[config.mk]
export PLATFORM = sky130hd
export DESIGN_NAME = elevator_controller
export DESIGN_NICKNAME = d
export VERILOG_FILES = /design/src/rtl/elevator_controller.sv
export SDC_FILE = /design/constraint.sdc
export NUM_CORES = 1
export LEC_CHECK = 0
export CAP_MARGIN = 20
export CORE_UTILIZATION = 45
export DETAILED_ROUTE_END_ITERATION = 7
export PLACE_DENSITY = 0.71
export SYNTH_ARGS = -nofsm -noshare
export SYNTH_HDL_FRONTEND = slang
export SYNTH_SLANG_ARGS = --single-unit
[constraint.sdc]
create_clock -name CLK -period 3.25 [get_ports CLK]
set_clock_uncertainty 0.1 [all_clocks]
set_input_delay 0.65 -clock CLK [delete_from_list [all_inputs] [get_ports CLK]]
set_output_delay 0.65 -clock CLK [all_outputs]
set_load 0.01 [all_outputs]
[src/rtl/elevator_controller.sv]
// Single-car SCAN elevator controller: latches calls, times travel and door dwell from My_Clock.
// Optional door-hold input is enabled by defining ELEVATOR_DOOR_HOLD_EN.
module elevator_controller #(
  parameter int FLOORS       = 4,
  parameter int TRAVEL_TICKS = 2,
  parameter int DOOR_TICKS   = 3,
  localparam int FW          = (FLOORS > 2) ? $clog2(FLOORS) : 1
) (
  input  logic              CLK,
  input  logic              RST,
  input  logic              My_Clock,
  input  logic [FLOORS-1:0] interior_panel,
  input  logic [FLOORS-1:0] exterior_panel,
`ifdef ELEVATOR_DOOR_HOLD_EN
  input  logic              door_hold,
`endif
  output logic [1:0]        engine,
  output logic [FLOORS-1:0] doors,
  output logic [FW-1:0]     floor,
  output logic [FLOORS-1:0] pending
);

  localparam int TW = (TRAVEL_TICKS > 1) ? $clog2(TRAVEL_TICKS) : 1;
  localparam int DW = (DOOR_TICKS > 1) ? $clog2(DOOR_TICKS) : 1;
  localparam logic [TW-1:0] TRAVEL_MAX = TW'(TRAVEL_TICKS - 1);
  localparam logic [DW-1:0] DOOR_MAX   = DW'(DOOR_TICKS - 1);
  localparam logic [FLOORS-1:0] ONE    = FLOORS'(1);
  localparam logic DIR_UP = 1'b0;
  localparam logic DIR_DN = 1'b1;

  typedef enum logic [1:0] {S_IDLE, S_MOVE, S_DOOR} state_e;

  state_e            state_q, state_d;
  logic              dir_q, dir_d;
  logic [FW-1:0]     floor_q, floor_d;
  logic [TW-1:0]     tcnt_q, tcnt_d;
  logic [DW-1:0]     dcnt_q, dcnt_d;
  logic [FLOORS-1:0] pending_q, pending_d;
  logic [1:0]        engine_q, engine_d;
  logic [FLOORS-1:0] doors_q, doors_d;

  logic [FLOORS-1:0] calls, req, served;
  logic [FLOORS-1:0] above_cur, below_cur, above_step, below_step;
  logic [FW-1:0]     floor_step;
  logic              ahead_cur, behind_cur, ahead_step, hold;

`ifdef ELEVATOR_DOOR_HOLD_EN
  assign hold = door_hold;
`else
  assign hold = 1'b0;
`endif

  assign calls      = interior_panel | exterior_panel;
  assign req        = pending_q | calls;
  assign floor_step = (dir_q == DIR_DN) ? floor_q - FW'(1) : floor_q + FW'(1);

  // Floor-relative masks for the current floor and the floor about to be reached.
  for (genvar gi = 0; gi < FLOORS; gi++) begin : g_masks
    assign above_cur[gi]  = FW'(gi) > floor_q;
    assign below_cur[gi]  = FW'(gi) < floor_q;
    assign above_step[gi] = FW'(gi) > floor_step;
    assign below_step[gi] = FW'(gi) < floor_step;
  end

  // IDLE decisions see only latched requests; arrival checks also see same-cycle calls.
  assign ahead_cur  = (dir_q == DIR_DN) ? |(pending_q & below_cur) : |(pending_q & above_cur);
  assign behind_cur = (dir_q == DIR_DN) ? |(pending_q & above_cur) : |(pending_q & below_cur);
  assign ahead_step = (dir_q == DIR_DN) ? |(req & below_step) : |(req & above_step);

  always_comb begin
    state_d = state_q;
    dir_d   = dir_q;
    floor_d = floor_q;
    tcnt_d  = tcnt_q;
    dcnt_d  = dcnt_q;
    served  = '0;
    case (state_q)
      S_IDLE: begin
        if (pending_q[floor_q]) begin
          state_d = S_DOOR;
          dcnt_d  = DOOR_MAX;
          served  = ONE << floor_q;
        end else if (ahead_cur) begin
          state_d = S_MOVE;
          tcnt_d  = TRAVEL_MAX;
        end else if (behind_cur) begin
          dir_d   = ~dir_q;
          state_d = S_MOVE;
          tcnt_d  = TRAVEL_MAX;
        end
      end
      S_MOVE: begin
        if (My_Clock) begin
          if (tcnt_q == '0) begin
            floor_d = floor_step;
            tcnt_d  = TRAVEL_MAX;
            if (req[floor_step]) begin
              state_d = S_DOOR;
              dcnt_d  = DOOR_MAX;
              served  = ONE << floor_step;
            end else if (!ahead_step) begin
              state_d = S_IDLE;
            end
          end else begin
            tcnt_d = tcnt_q - TW'(1);
          end
        end
      end
      S_DOOR: begin
        served = ONE << floor_q;
        if (calls[floor_q] || hold) begin
          dcnt_d = DOOR_MAX;
        end else if (My_Clock) begin
          if (dcnt_q == '0) begin
            state_d = S_IDLE;
          end else begin
            dcnt_d = dcnt_q - DW'(1);
          end
        end
      end
      default: state_d = S_IDLE;
    endcase

    pending_d = req & ~served;
    engine_d  = 2'b00;
    doors_d   = '0;
    if (state_d == S_MOVE) begin
      engine_d = (dir_d == DIR_DN) ? 2'b10 : 2'b01;
    end
    if (state_d == S_DOOR) begin
      doors_d = ONE << floor_d;
    end
  end

  always_ff @(posedge CLK) begin
    if (RST) begin
      state_q   <= S_IDLE;
      dir_q     <= DIR_UP;
      floor_q   <= '0;
      tcnt_q    <= '0;
      dcnt_q    <= '0;
      pending_q <= '0;
      engine_q  <= 2'b00;
      doors_q   <= '0;
    end else begin
      state_q   <= state_d;
      dir_q     <= dir_d;
      floor_q   <= floor_d;
      tcnt_q    <= tcnt_d;
      dcnt_q    <= dcnt_d;
      pending_q <= pending_d;
      engine_q  <= engine_d;
      doors_q   <= doors_d;
    end
  end

  assign engine  = engine_q;
  assign doors   = doors_q;
  assign floor   = floor_q;
  assign pending = pending_q;

endmodule

[After elaboration in Yosys (flattened, before gate mapping)]
Cells that the tools add are included.
Storage, ports and cells
  register bits: 18
  input bits: 11
  output and inout port bits: 12
  word-level logic and storage cells: 116
Operators by class
  add/sub/neg operators: 4
  order comparisons: 18
  eq/ne operators: 12
  shifts and indexed selects: 3
  multiplexer cells: 48
  bitwise logic cells: 11
  reduce and logical (&&, ||, !) cells: 12
Operators with widths (count)
  2-bit 2-to-1 mux: 22
  4-bit AND: 5
  4-bit 2-to-1 mux: 4
  4-bit OR reduction: 4
  1-bit 2-to-1 mux: 15
  2-bit case mux with 3 select lines: 2
  4-bit case mux with 3 select lines: 1
  1-bit by 2-bit left shift with 4-bit output, first input constant: 3
  2-bit != test, second input constant: 5
  3-bit != test, second input constant: 3
  1-bit by 2-bit > comparator with 1-bit output, first input constant: 4
  2-bit > comparator, first input constant: 4
  1-bit by 2-bit less-than comparator with 1-bit output, first input constant: 4
  2-bit less-than comparator, first input constant: 4
  4-bit OR: 2
  7-bit AND reduction: 1
  1-bit binary-select mux with 2-bit select: 3
  2-bit by 3-bit less-than comparator with 1-bit output, second input constant: 2
  2-bit by 1-bit == test with 1-bit output, second input constant: 2
  2-bit == test, second input constant: 2
  2-bit logical NOT: 2
  4-bit inverter: 1
  4-bit AND reduction: 1
  2-bit OR reduction: 2
  7 further kinds: 10

[Logic depth before layout (Yosys ltp)]
Gate-level depths: netlist of run 1.
  depth in word-level cells: 14
  mapped depth: 7
  depth with buffers taken out: 7

[Worst setup path before layout of run 1]
No wires, ideal clock.
  kind: register to register
  start point: register floor_q[1], in the netlist floor[1]
  end point: register doors_q[0], in the netlist doors[0]
  setup time: 0.121 ns
  data arrival time: 2.126 ns
  path slack: 0.904 ns
  cell stages (with the launch flop): 8
  period minus slack after synthesis: 2.346 ns
  path through: dfxtp_1 inv_1 ha_1 xnor2_1 mux4_2 and2_1 o21ai_2 nor2_1
Between the ends
  longest elaborated chain between the ends: 14
  elaborated cells between the ends (all ways): 52
Ends and longest elaborated chain
  start, declared: line 35  | logic [FW-1:0] floor_q, floor_d;
  start signal, assigned: line 148  | floor_q <= floor_d;
  2-bit by 1-bit adder with 2-bit output / 2-bit by 1-bit subtractor with 2-bit output (equally long branches): line 55  | assign floor_step = (dir_q == DIR_DN) ? floor_q - FW'(1) : floor_q + FW'(1);
  2-bit 2-to-1 mux: line 55
  1-bit by 2-bit > comparator with 1-bit output, or another cell as far along: line 61  | assign above_step[gi] = FW'(gi) > floor_step;
  4-bit AND: line 68  | assign ahead_step = (dir_q == DIR_DN) ? |(req & below_step) : |(req & above_step);
  4-bit OR reduction: line 68
  1-bit 2-to-1 mux: line 68
  2-bit 2-to-1 mux: line 101  | end else if (!ahead_step) begin
  2-bit 2-to-1 mux: line 97  | if (req[floor_step]) begin
  2-bit 2-to-1 mux: line 94  | if (tcnt_q == '0) begin
  2-bit 2-to-1 mux: line 93  | if (My_Clock) begin
  2-bit case mux with 3 select lines: line 77  | case (state_q)
  2-bit == test: line 130  | if (state_d == S_DOOR) begin
  1-bit inverter (no line)
  2-bit OR reduction (no line)
  end signal, assigned: line 153  | doors_q <= doors_d;
  end, declared: line 40  | logic [FLOORS-1:0] doors_q, doors_d;
Parallel ways exist; a longest one is shown, timed or not. The select of a mux whose other input is x is not followed.
A chain may end at the register's enable or synchronous reset.

[Final worst setup path of run 1]
  start point: register floor_q[1], in the netlist floor[1]
  end point: register pending_q[2], in the netlist pending[2]
Between the ends
  longest elaborated chain between the ends: 10
  elaborated cells between the ends (all ways): 16
Ends and longest elaborated chain
  2-bit by 1-bit adder with 2-bit output / 2-bit by 1-bit subtractor with 2-bit output (equally long branches): line 55
  2-bit 2-to-1 mux: line 55
  1-bit binary-select mux with 2-bit select: line 97
  1-bit 2-to-1 mux (not written as such): line 97
  4-bit 2-to-1 mux: line 97
  4-bit 2-to-1 mux: line 94
  4-bit 2-to-1 mux: line 93
  4-bit case mux with 3 select lines *: line 77
  4-bit inverter *: line 124  | pending_d = req & ~served;
  4-bit AND *: line 124
  end signal, assigned: line 151  | pending_q <= pending_d;
  end, declared: line 38  | logic [FLOORS-1:0] pending_q, pending_d;
Every way passes the cells marked *; elsewhere a longest branch is shown, timed or not. The select of a mux whose other input is x is not followed.

==> metrics.txt, run 1 <==
Routed Antenna Nets 0; FILL cells 208; met2 global-route usage 35.5%; Initial DRT Pass Iterations 4; CTS clk-pin slew, worst paths around 0.12 ns; Hold-fix buffers, CTS 0; met3 Use GR 3.22%; slowest stage delay, CP 0.56 ns; Total Power between 900 and 1000 uW; share of the synthesized area in the top cell type between 30 and 40%; starting density of the core 49.4%; crit path buf inv count 1; first-pass GRT wire length about 4400 um; r2r startpoint floor[1]; hold worst-path end dcnt_q[0]; I/O Pins 23; ant diodes 0; setup TNS 0 ns; Critical Path End Type flop; commonest non-fill, non-tap cell in the layout clkdlybuf4s50_1; # resized after CTS 0; Clock Latency Late Sink 0.31 ns; vias in the first global route 982; Post-synth EDFFs 0; Final Max Slew Viols 0; Vias per Instance 5.79; most frequent cells in the layout clkdlybuf4s50_1 (22), dfxtp_1 (18), nor2_1 (16); DP HPWL 2000 um; pwr/cell area between 600 and 700 mW/mm^2; die width 52.0 um; RSZ-0062 raised after global routing no; Required @ worst endpoint 3.36 ns; hold path start dcnt_q[0]; # setup viols final 0; initial antenna violation count 0; H-Tree Depth 1; share of flip-flops with an asynchronous set or reset 0%; Setup crit start kind flop; CTS tree built; syn nets ~150; FF-to-FF End pending[2]; Post-Layout Cell Count between 150 and 200; Seq cells post-synth 18; # rows 17; Distinct cells, synth 38; DIE AREA between 0.002 and 0.003 mm^2; Die Y 52.0 um; core region area 0.00228 mm^2; wire length per cell 14.7 um; HP Class flop to flop; # nets final approximately 180; Yosys warnings 0; CTS buffer count 3; via count 1072; fmax 0.373 GHz; top post-synthesis cells by area dfxtp_1 (32%), ha_1 (7.8%), nor3_1 (6.2%); DRC 0; area of placed instances roughly 0.0014 mm^2; Slowest-stage cell, CP dfxtp_1; Root Driver clkbuf_4; largest vdd supply drop a little under 0.5 mV; met1 usage 30.0%; Area Overhead vs Synth 25.8%; max-cap violations 0; crit path DAT 2.79 ns; I/O Buffers 22; CP Class flop to flop; hold path depth 2; DRT Wirelength between 2000 and 3000 um; Mapped Cells around 130; Hold Vio Cnt, Final 0; status completed; post-CTS setup buffers 0; clk sink count 18; routability cong. 0.886; crit-path cells inv_1 -> ha_1 -> xnor2_1 -> mux4_2 -> nand2_2 -> nor3_1 -> a2111oi_2; shortest period the worst path allows 2.68 ns; Tot GR Track Use 22.6%; critical-path maximum fanout 10; Seq/Total Area, Yosys 32.0%; layout cells sized above 1 10.2%; Final Util about 62%; area leader, netlist dfxtp_1; Mapped Area 0.00112 mm^2; Max-slew headroom roughly three fifths; largest net degree at the start of global routing 16; grt ovf 0; final instance area 0.00142 mm^2; top_reg_cell synth dfxtp_1; Worst Tran Pin Value 0.607 ns; Post-Syn Area per Cell roughly 8.5 um^2; Iter 0 DRT Violations 23; gr busiest metal met2; R2R setup slack 0.57 ns; CTS Buffer Depth 2; Pleak 0.000526 uW; delay-heaviest family, CP flip-flops; Worst R2R Path Depth 7; final worst-path cycle share approximately 82%; dpl cells 181
==> metrics by stage <==
stage / setup WS, ns / hold WS, ns
2_1_floorplan: 0.904 / 0.384
3_3_place_gp: 0.483 / 0.415
3_5_place_dp: 0.461 / 0.418
4_1_cts: 0.566 / 0.437
5_1_grt: 0.391 / 0.493
6_report: 0.572 / 0.431
==> logic make-up (layout without fill, tap and decap cells) <==
kind of cell             Yosys count  after routing  share of synthesized area, %
AO/OA/AOI/OAI                     34             34                          21.7
XOR/XNOR                           3              3                          3.00
adder cells (fa/ha/maj)            7              7                          7.79
flip-flops                        18             18                          32.0
multiplexers                       3              3                          6.01
buffers and inverters             10             34                          3.45
AND/OR/NAND/NOR                   58             58                          26.0
==> Yosys cell counts, types with 2 or more instances <==
cell type,n
nand3_1,4
xnor2_1,2
clkbuf_1,3
nand2b_1,3
a21oi_1,9
ha_1,7
mux4_2,3
nand2_1,7
dfxtp_1,18
a21o_1,2
a211o_1,2
and2_1,2
a31oi_1,3
nor3_1,14
inv_1,5
o21ai_0,5
nor2_1,16
or3_1,5
nor2b_1,3
a2111oi_2,2
==> final cells by class <==
cell class | instances | area (um^2) | share of cell area (%)
sequential | 18 | 360 | 25.5
clock buffer | 4 | 36.3 | 2.56
inverter | 6 | 22.5 | 1.59
timing repair buffer | 24 | 235 | 16.6
tap | 28 | 35.0 | 2.48
multi-input combinational | 105 | 726 | 51.3
==> power by group <==
group / switching, uW / leakage (uW) / internal [uW] / total, uW
clock network: 75.6 / 0.0000210 / 68.4 / 144
logic: 268 / 0.000357 / 227 / 495
registers: 67.0 / 0.000148 / 269 / 336
==> worst register-to-register path: stages, from the launching register on <==
cell and delay, ns:
dfxtp_1 0.56, inv_1 0.20, ha_1 0.41, xnor2_1 0.37, mux4_2 0.40, nand2_2 0.13
nor3_1 0.08, a2111oi_2 0.34
==> state kept, by name, indices dropped and copies added (netlist names) <==
name / cells
state_q: 2
floor: 2
dir_q: 1
dcnt_q: 2
doors: 4
tcnt_q: 1
pending: 4
engine: 2
==> per-layer routing <==
| metal | vias to the layer above | routed length [um] |
|---|---|---|
| met5 | - | 0 |
| met4 | 0 | 60 |
| met3 | 7 | 111 |
| met2 | 35 | 1240 |
| met1 | 493 | 1310 |
| li1 | 537 | - |
==> worst max path at each step <==
| stage | start | to | slack, ns | cells after the start |
|---|---|---|---|---|
| floorplan | floor[1] | doors[0] | 0.90 | 7 |
| global placement | exterior_panel[2] | doors[0] | 0.48 | 6 |
| CTS | floor[1] | doors[1] | 0.57 | 7 |
| detailed placement | exterior_panel[1] | doors[3] | 0.46 | 6 |
| finish | floor[1] | pending[2] | 0.57 | 7 |
| global route | floor[1] | doors[0] | 0.39 | 7 |
No activity file was read; power rests on OpenSTA's default activity.
==> run 2, diff against run 1 <==
==> constraint.sdc (replaced) <==
create_clock -name CLK -period 2.76 [get_ports CLK]
set_clock_uncertainty 0.1 [all_clocks]
set_input_delay 0.552 -clock CLK [delete_from_list [all_inputs] [get_ports CLK]]
set_output_delay 0.552 -clock CLK [all_outputs]
set_load 0.01 [all_outputs]
==> run 2 against run 1 <==
  * Critical path depth fell by 1
  * Sequential power grew 15%
  * Clock power up 13%
  * Final area rose by 1.6%
  * Core utilization increased by 0.99 points
  * Largest cell class unchanged
  * Largest power group unchanged
  * Highest routed layer unchanged
==> metrics.txt, run 2 (synthesis gave the netlist of run 1 again) <==
Final Util 63.2%; FILL cells a little under 200; # nets final 179; Hold Vio Cnt, Final 0; fmax around 0.42 GHz; Initial DRT Pass Iterations 4; Iter 0 DRT Violations 33; Pleak 0.000541 uW; Hold-fix buffers, CTS 0; Die Y 52.0 um; DRC 0; via count 1083; critical-path maximum fanout 5; ant diodes 0; routability cong. 0.964; # rows 17; r2r startpoint floor[0]; largest net degree at the start of global routing 16; H-Tree Depth 1; Required @ worst endpoint 2.85 ns; Setup crit start kind primary input; Routed Antenna Nets 0; largest vdd supply drop 0.581 mV; Critical Path End Type flop; first-pass GRT wire length 4220 um; max-cap violations 0; CP Class primary input to flop; Final Max Slew Viols 0; hold path start dcnt_q[0]; die width 52.0 um; status completed; crit path DAT 2.44 ns; shortest period the worst path allows around 2.4 ns; vias in the first global route 971; CTS buffer count 3; I/O Buffers 22; starting density of the core just under 50%; HP Class flop to flop; Max-slew headroom 56.3%; Worst Tran Pin Value 0.653 ns; DRT Wirelength approximately 2600 um; Vias per Instance 5.76; wire length per cell roughly 14 um; Root Driver clkbuf_4; post-CTS setup buffers 0; DP HPWL 2010 um; Area Overhead vs Synth 27.8%; CTS Buffer Depth 2; setup TNS 0 ns; grt ovf 0; # setup viols final 0; commonest non-fill, non-tap cell in the layout clkdlybuf4s50_1; most frequent cells in the layout clkdlybuf4s50_1 (22), dfxtp_1 (18), nor2_1 (16); layout cells sized above 1 11.9%; initial antenna violation count 0; CTS tree built; pwr/cell area 809 mW/mm^2; core region area 0.00228 mm^2; Clock Latency Late Sink 0.29 ns; CP Launch Point exterior_panel[0]; final worst-path cycle share 85.4%; CTS clk-pin slew, worst paths about 0.10 ns; DIE AREA ~0.0027 mm^2; # resized after CTS 0; RSZ-0062 raised after global routing no; I/O Pins 23; clk sink count 18; Tot GR Track Use around a fifth
==> run 2: cell types whose count changed in the layout (fill, tap and decap cells not counted) <==
cell   previous run  this run
buf_4             2         5
==> run 2: area by class of cell <==
type | instances | area (um^2) | share of cell area [%]
Tap cell | 28 | 35.0 | 2.44
Sequential cell | 18 | 360 | 25.1
Clock buffer | 4 | 36.3 | 2.52
Inverter | 6 | 22.5 | 1.57
Multi-Input combinational cell | 105 | 726 | 50.5
Timing Repair Buffer | 27 | 258 | 17.9
==> run 2: layer usage <==
metal,vias to the layer above,GRT usage (%),wire (um)
li1,546,-,-
met1,488,26.2,1220
met2,45,35.7,1230
met3,4,4.68,152
met4,0,5.86,28
met5,-,0,0
==> run 2: report_power, final <==
part	total [uW]	internal [uW]	switching, uW
combinational	615	288	327
sequential	385	317	68.4
clock	163	80.4	82.2
==> run 2: worst max-delay path: stages <==
cell,delay (ns)
clkdlybuf4s50_1,0.44
or3_1,0.42
mux4_2,0.51
and2_1,0.20
o21ai_2,0.25
nor2_1,0.08
==> run 2: worst paths after layout <==
check,end,slack [ns],cells past startpoint
worst min register to register,dcnt_q[0],0.42,2
worst max register to register,doors[1],0.59,7
worst min-delay path,dcnt_q[0],0.42,2
worst max-delay path,doors[1],0.40,6
==> run 2: per-stage QoR <==
| stage | instance area [um^2] | hold slack (ns) | cells | worst slack (ns) | total power (uW) |
|---|---|---|---|---|---|
| CTS | 1440 | 0.428 | 188 | 0.405 | 1160 |
| floorplan | 1120 | 0.384 | 133 | 0.414 | 791 |
| finish | 1440 | 0.423 | 188 | 0.403 | 1160 |
| global placement | 1400 | 0.409 | 184 | 0.0988 | 989 |
| global route | 1440 | 0.452 | 188 | 0.278 | 1250 |
| detailed placement | 1400 | 0.413 | 184 | 0.0838 | 1000 |
